<file path="config.mk">
export PLATFORM = sky130hd
export DESIGN_NAME = gate_bist_timer
export DESIGN_NICKNAME = d
export VERILOG_FILES = /design/src/rtl/gate_bist_pkg.sv /design/src/rtl/gate_bist_timer.sv
export SDC_FILE = /design/constraint.sdc
export NUM_CORES = 1
export LEC_CHECK = 0
export ABC_CLOCK_PERIOD_IN_PS = 6500
export CORE_AREA = 2 2 43 45
export CTS_CLUSTER_SIZE = 16
export DETAILED_ROUTE_END_ITERATION = 7
export DIE_AREA = 0 0 45 47
export SYNTH_ARGS = -nofsm -noshare
export SYNTH_HDL_FRONTEND = slang
export SYNTH_SLANG_ARGS = --single-unit
</file>
<file path="constraint.sdc">
create_clock -name clk -period 6.5 [get_ports clk]
set_clock_uncertainty 0.1 [all_clocks]
set_input_delay 1.3 -clock clk [delete_from_list [all_inputs] [get_ports clk]]
set_output_delay 1.3 -clock clk [all_outputs]
set_load 0.02 [all_outputs]
</file>
<file path="src/rtl/gate_bist_pkg.sv">
// Shared types and constants for the 2-input gate self-test engine.
// Truth tables are indexed by {a,b}, so bit 3 is the expected output for vector 11.
package gate_bist_pkg;

   typedef enum logic [1:0] {
      IDLE,
      SETTLE,
      SAMPLE,
      DONE
   } state_t;

   localparam logic [3:0] TT_AND  = 4'b1000;
   localparam logic [3:0] TT_OR   = 4'b1110;
   localparam logic [3:0] TT_XOR  = 4'b0110;
   localparam logic [3:0] TT_NAND = 4'b0111;
   localparam logic [3:0] TT_NOR  = 4'b0001;

   localparam int TIMER_W = 8;

   function automatic logic tt_lookup(input logic [3:0] tt, input logic [1:0] idx);
      return tt[idx];
   endfunction

endpackage

</file>
<file path="src/rtl/gate_bist_timer.sv">
// Settle counter: counts while enabled, cleared on demand; expired flags that this count step reaches limit.
// expired is combinational on the registered count so the FSM can move to SAMPLE in the same edge.
module gate_bist_timer
   import gate_bist_pkg::*;
(
   input  logic               clk,
   input  logic               rst_n,
   input  logic               clear,
   input  logic               enable,
   input  logic [TIMER_W-1:0] limit,
   output logic               expired
);

   logic [TIMER_W-1:0] r_count;
   logic [TIMER_W:0]   w_next;

   assign w_next  = {1'b0, r_count} + {{TIMER_W{1'b0}}, 1'b1};
   assign expired = (w_next == {1'b0, limit});

   always_ff @(posedge clk or negedge rst_n) begin
      if (!rst_n) begin
         r_count <= '0;
      end else if (clear) begin
         r_count <= '0;
      end else if (enable) begin
         r_count <= w_next[TIMER_W-1:0];
      end
   end

endmodule

</file>
---- Word level (Yosys, flattened, before mapping) ----
Cells that the tools add are included.
Widths: inputs -> output; s select.
operators by class
  equal/unequal tests ..................... 1
  reduce and logical (&&, ||, !) cells .... 1
  mux-type cells .......................... 2
  $add $sub $neg .......................... 1
operator list
  operator             count
  $mux 8               2
  $add 8x1->9 const B  1
  $eq 9x8->1           1
  $reduce_bool 2->1    1
word-level totals
  flip-flop bits (word level) ............. 8
  logic and storage cells ................. 6

---- Depth between registers and ports, before layout ----
  depth in word-level cells ............... 3
  depth in mapped cells ................... 6
  mapped depth without buffers ............ 5

---- Worst setup path before layout ----
No wires, ideal clock.
  path kind ............................... in2out
  from .................................... in limit[2]
  to ...................................... out expired
  arrival ................................. 2.313 ns
  setup slack ............................. 2.787 ns
  cell stages on the path ................. 4
  cells stage by stage .................... xor2_1 -> o2111ai_1 -> o21ai_0 -> a2111oi_2
between the ends
  cells in the longest elaborated chain, start to end .. 1
RTL lines
  element      line                   RTL
  from (decl)  gate_bist_timer.sv:10  input logic [TIMER_W-1:0] limit,
  $eq 9x8->1   gate_bist_timer.sv:18  assign expired = (w_next == {1'b0, limit});
  to (decl)    gate_bist_timer.sv:11  output logic expired
No other way between the ends.

---- Worst setup path after layout ----
Same ends and word-level chain as after synthesis.

==> metrics.txt <==
status finished clean; Peak VDD IR 0.0936 mV; Syn Std Cell Area 618 µm²; die area 2120 µm²; number of distinct library cells after synthesis 30; crit path max fanout 4; number of setup violations in the final report 0; port bufs 12; Pint 0.0843 mW; CTS tree built; FMAX 0.218 GHz; Die Span X 45 µm; Initial Util 37.4%; Crit path top cell by count clkdlybuf4s50_1; first-pass GRT wire length 2.18 mm; CP endpoint kind primary output; fillers 173; total wire length 1.21 mm; die height 47 µm; max-slew violations 0; Pre-Repair DR Iteration Count 4; Yosys top cell area share 32.4%; min Tclk post-route 4.60 ns; total CTS buffers 3; crit share post-route 70.7%; CTS Hold Bufs 0; syn_nets 82; Hold WC Path Type flip-flop to flip-flop; Worst-Skew Late Latency 0.25 ns; Worst Setup Start Kind input pin; Setup Buffers After CTS 0; routed vias/inst 5.32; Initial DRC Count 7; multi-input logic area 394 µm²; switching power 0.0274 mW; PD cells 147 nW/µm²; Cells after Synth 69; GPL Wtd Cong 0.767; Wirelength per Cell 12.5 µm; diode count 0; Syn-to-layout area delta 22.7%; most common cell after layout, fill and taps aside clkdlybuf4s50_1; Clock Power Share 34.2%; Synth area leader dfrtp_1; critical path's slowest cell clkdlybuf4s50_1; commonest non-fill, non-tap cells in the layout clkdlybuf4s50_1, nor2_1, dfrtp_1; Reg area 200 µm²; Logic pwr share 18.4%; register area share after synthesis 32.4%; Largest Register r_count; Max-Cap Viols 0; Sequential Power Share 47.4%; layout net count 95; GRT Residual Overflow 0; initial antenna violation count 0; max reg flops 8; relative slew slack 73.7%; vias in the first global route 515; Placement Rows 15; Ys Warns 0; boundary pin count 13; RSZ-0062 raised after global routing false; Post-DRT Antenna Nets 0; largest net degree at the start of global routing 10; clock buffer depth 2; Hold Fails Final Rpt 0; CTS clock-pin slew for the worst setup and hold paths 0.06 ns; Total GRT Usage 14.4%; worst-margin pin slew 0.393 ns; Regs by FF count r_count x8; # H-tree levels 1; CP required 5.10 ns; CP Cell Sequence clkdlybuf4s50_1, xor2_1, o2111ai_1, o21ai_0, a2111oi_2, clkdlybuf4s50_1; Residual DRC 0; Sink Count 8; #FFs+latches synth 8; share of layout cells above drive strength 1 6.25%; vias after detailed routing 516; Area contributors post-synth dfrtp_1, xnor2_1, xor2_1; Finished Core Util 45.9%; Leakage 0.291 nW; Sw Share 24.5%; Placed Instances 94; critical path class input pin to primary output; core area 1650 µm²; Final Non-Filler Cells 97; crit path DAT 3.20 ns; syn avg cell area 8.96 µm²; post-cts resize count 0; Root Driver clkbuf_4; setup TNS 0 ns; dpl hpwl 966 µm; Critical Path Max Stage Delay 0.65 ns
## layer usage
layer / up-vias / share of wire, % / global-route usage (%)
met5: - / 0 / 0
met4: 0 / 1.5 / 8.82
met3: 2 / 3.5 / 1.15
met2: 10 / 49 / 22.6
met1: 231 / 46 / 19.2
li1: 273 / - / -
## cell usage after synthesis
library cell and instances:
clkbuf_1 1, nand4_1 2, and2_1 1, a2111oi_2 1, nand4bb_1 1, a21oi_1 4
and3b_1 1, xnor2_1 7, buf_2 1, mux2i_1 1, nand4b_1 1, buf_6 1
xor2_1 6, and4_1 1, buf_1 1, dfrtp_1 8, nand2_1 3, o2111ai_1 1
o31ai_1 1, nor2_1 10, o21ai_0 3, ha_1 1, nand3b_1 1, nor2b_1 1
nor4b_2 1, nand3_1 4, or3_1 2, o211ai_1 1, and3_1 1, mux2_1 1
## kinds of logic after synthesis
| family | share of synthesized area (%) |
|---|---|
| buffers and inverters | 3.84 |
| DFF | 32.4 |
| muxes | 3.44 |
| AOI/OAI and AO/OA | 11.9 |
| and+or+nand+nor | 27.9 |
| xor gates and xnor gates | 18.4 |
| adders and majority gates | 2.02 |
## power groups by stage
stage / Sequential (mW) / Clock [mW] / Combinational, mW
after floorplan: 0.0535 / 0 / 0.0111
after global placement: 0.0537 / 0 / 0.0206
after detailed placement: 0.0538 / 0 / 0.0208
after CTS: 0.0529 / 0.0408 / 0.0209
after global routing: 0.0532 / 0.0426 / 0.0230
final: 0.0529 / 0.0382 / 0.0205
## critical path: cells and delay by family
family / cells / cell delay (ns)
AO/OA/AOI/OAI: 3 / 0.62
XOR/XNOR: 1 / 0.16
buffers and inverters: 2 / 1.11
## final timing paths
kind                         endpoint  slack (ns)  cells past startpoint  startpoint
max                           expired        1.90                      6    limit[2]
min reg2reg                r_count[1]        0.49                      2  r_count[1]
min in group asynchronous  r_count[1]        1.23                      1       rst_n
min                        r_count[1]        0.49                      2  r_count[1]
max reg2reg                r_count[6]        4.90                      5  r_count[0]
max in group asynchronous  r_count[3]        4.78                      1       rst_n
## final cells by class
type | count | area share [%]
Timing Repair Buffer | 12 | 15.8
Multi-Input combinational cell | 57 | 52.0
Clock buffer | 3 | 2.97
Sequential cell | 8 | 26.4
Tap cell | 17 | 2.81
## through the flow
stage	hold WS [ns]	cell area, µm²	power (mW)	setup slack, ns
after floorplan	0.436	618	0.0645	2.79
after global placement	0.468	736	0.0743	1.91
after detailed placement	0.482	736	0.0746	1.87
after CTS	0.496	758	0.115	1.87
after global routing	0.566	758	0.119	1.74
final	0.490	758	0.112	1.90
(Power assumes the default switching activity.)
==> RTL edit (same flow settings) <==
Make the reset (`rst_n`) synchronous in one clocked block.
--- a/src/rtl/gate_bist_timer.sv
+++ b/src/rtl/gate_bist_timer.sv
@@ -18,5 +18,5 @@
    assign expired = (w_next == {1'b0, limit});
 
-   always_ff @(posedge clk or negedge rst_n) begin
+   always_ff @(posedge clk) begin
       if (!rst_n) begin
          r_count <= '0;
Check against the original RTL: differs if rst_n is asserted again (counterexample within 4 cycles, from zero or initial values and one cycle with rst_n low); with rst_n held inactive, the same outputs for 10 cycles.
==> RTL edit against the unedited design <==
Clock power down 7.9%. Synthesized area is 5.3% lower. Sequential power is 5.1% lower. Sequential cell count stayed put. Count of clock-buffer cells in the layout unchanged. Total power decreased by 9.6%. Utilization decreased by 2.7 points. Combinational power is 24% lower. Routed wire length down 18%. Design area decreased by 5.9%. Worst setup slack better by 0.028 ns.
==> RTL edit: results (changes against the unedited design) <==
[metrics] leakage dissipation: 0.265 nW (-8.9%)
[metrics] minimum setup slack after placement: 1.90 ns (+0.0288 ns)
[metrics] final cycle utilization of the critical path: 70.3% (-0.43 points)
[metrics] global-route wire length before repair: 1840 um (-16%)
[metrics] Worst Path Arrival: 3.17 ns (-0.03 ns)
[metrics] P_sw: 0.0207 mW (-25%)
[metrics] GR Util All Layers: 12.1% (-2.3 points)
[metrics] synthesized-area fraction occupied by ao, oa, aoi and oai cells: 7.69% (-4.3 points)
[metrics] fraction of synthesized cell area in xor and xnor cells: 25.4% (+7.0 points)
[metrics] total detailed-routing wirelength: 995 um (-18%)
[metrics] portion of the post-synthesis area used by sequential elements: 27.4% (-5.0 points)
[metrics] top cells by instance count after synthesis: sky130_fd_sc_hd__xor2_1 (10), sky130_fd_sc_hd__dfxtp_1 (8), sky130_fd_sc_hd__nor2_1 (8), sky130_fd_sc_hd__xnor2_1 (7), sky130_fd_sc_hd__nand4_1 (3)
[metrics] amount of wire on met2 after detailed routing: 485 um (-18%)
[metrics] Max rail drop VDD: 64.5 uV (-31%)
[metrics] number of unique standard cell types used by synthesis: 26 (-13%)
[metrics] Post-Synth Adder-Cell Area: 2.14% (+0.11 points)
[metrics] per-cell via count in the routed design: 4.99 (-6.2%)
[metrics] run status: completed
[metrics] drt first-iter violations: 4 (-3)
[metrics] routed length on met3: 62 um (+44%)
[metrics] placer congestion estimate: 0.727 (-5.3%)
[metrics] power consumed by sequential cells: 0.0502 mW (-5.1%)
[metrics] reported combinational group power: 0.0156 mW (-24%)
[metrics] nets@finish: 91 (-4.2%)
[metrics] syn_area_per_cell: 8.87 um2 (-0.96%)
[metrics] fraction of registers with async set/reset: 0% (-100 points)
[metrics] Internal: 0.0804 mW (-4.7%)
[metrics] Synth Net Count: 79 (-3.7%)
[metrics] share of synthesized area spent on multiplexers: 1.71% (-1.7 points)
[metrics] met1 global-route usage: 15.7% (-3.5 points)
[metrics] area post-placement: 691 um2 (-6.1%)
==> RTL edit: area by class of cell <==
| type | count | area, um2 |
|---|---|---|
| Fill cell | 178 | 938 |
| Multi-Input combinational cell | 53 | 389 |
| Sequential cell | 8 | 160 |
| Timing Repair Buffer | 12 | 120 |
| Clock buffer | 3 | 22.5 |
| Tap cell | 17 | 21.3 |
==> RTL edit: path summary, 6_finish.rpt <==
check | from | to | slack (ns)
max | limit[5] | expired | 1.93
min | r_count[1] | r_count[1] | 0.43
max reg2reg | r_count[0] | r_count[6] | 5.04
min reg2reg | r_count[1] | r_count[1] | 0.43
==> RTL edit: worst max-delay path: stages <==
cell and delay [ns]:
sky130_fd_sc_hd__clkdlybuf4s50_1 0.47, sky130_fd_sc_hd__xor2_1 0.23, sky130_fd_sc_hd__and4b_1 0.24, sky130_fd_sc_hd__a211oi_2 0.07, sky130_fd_sc_hd__nor4_2 0.23, sky130_fd_sc_hd__clkdlybuf4s50_1 0.63
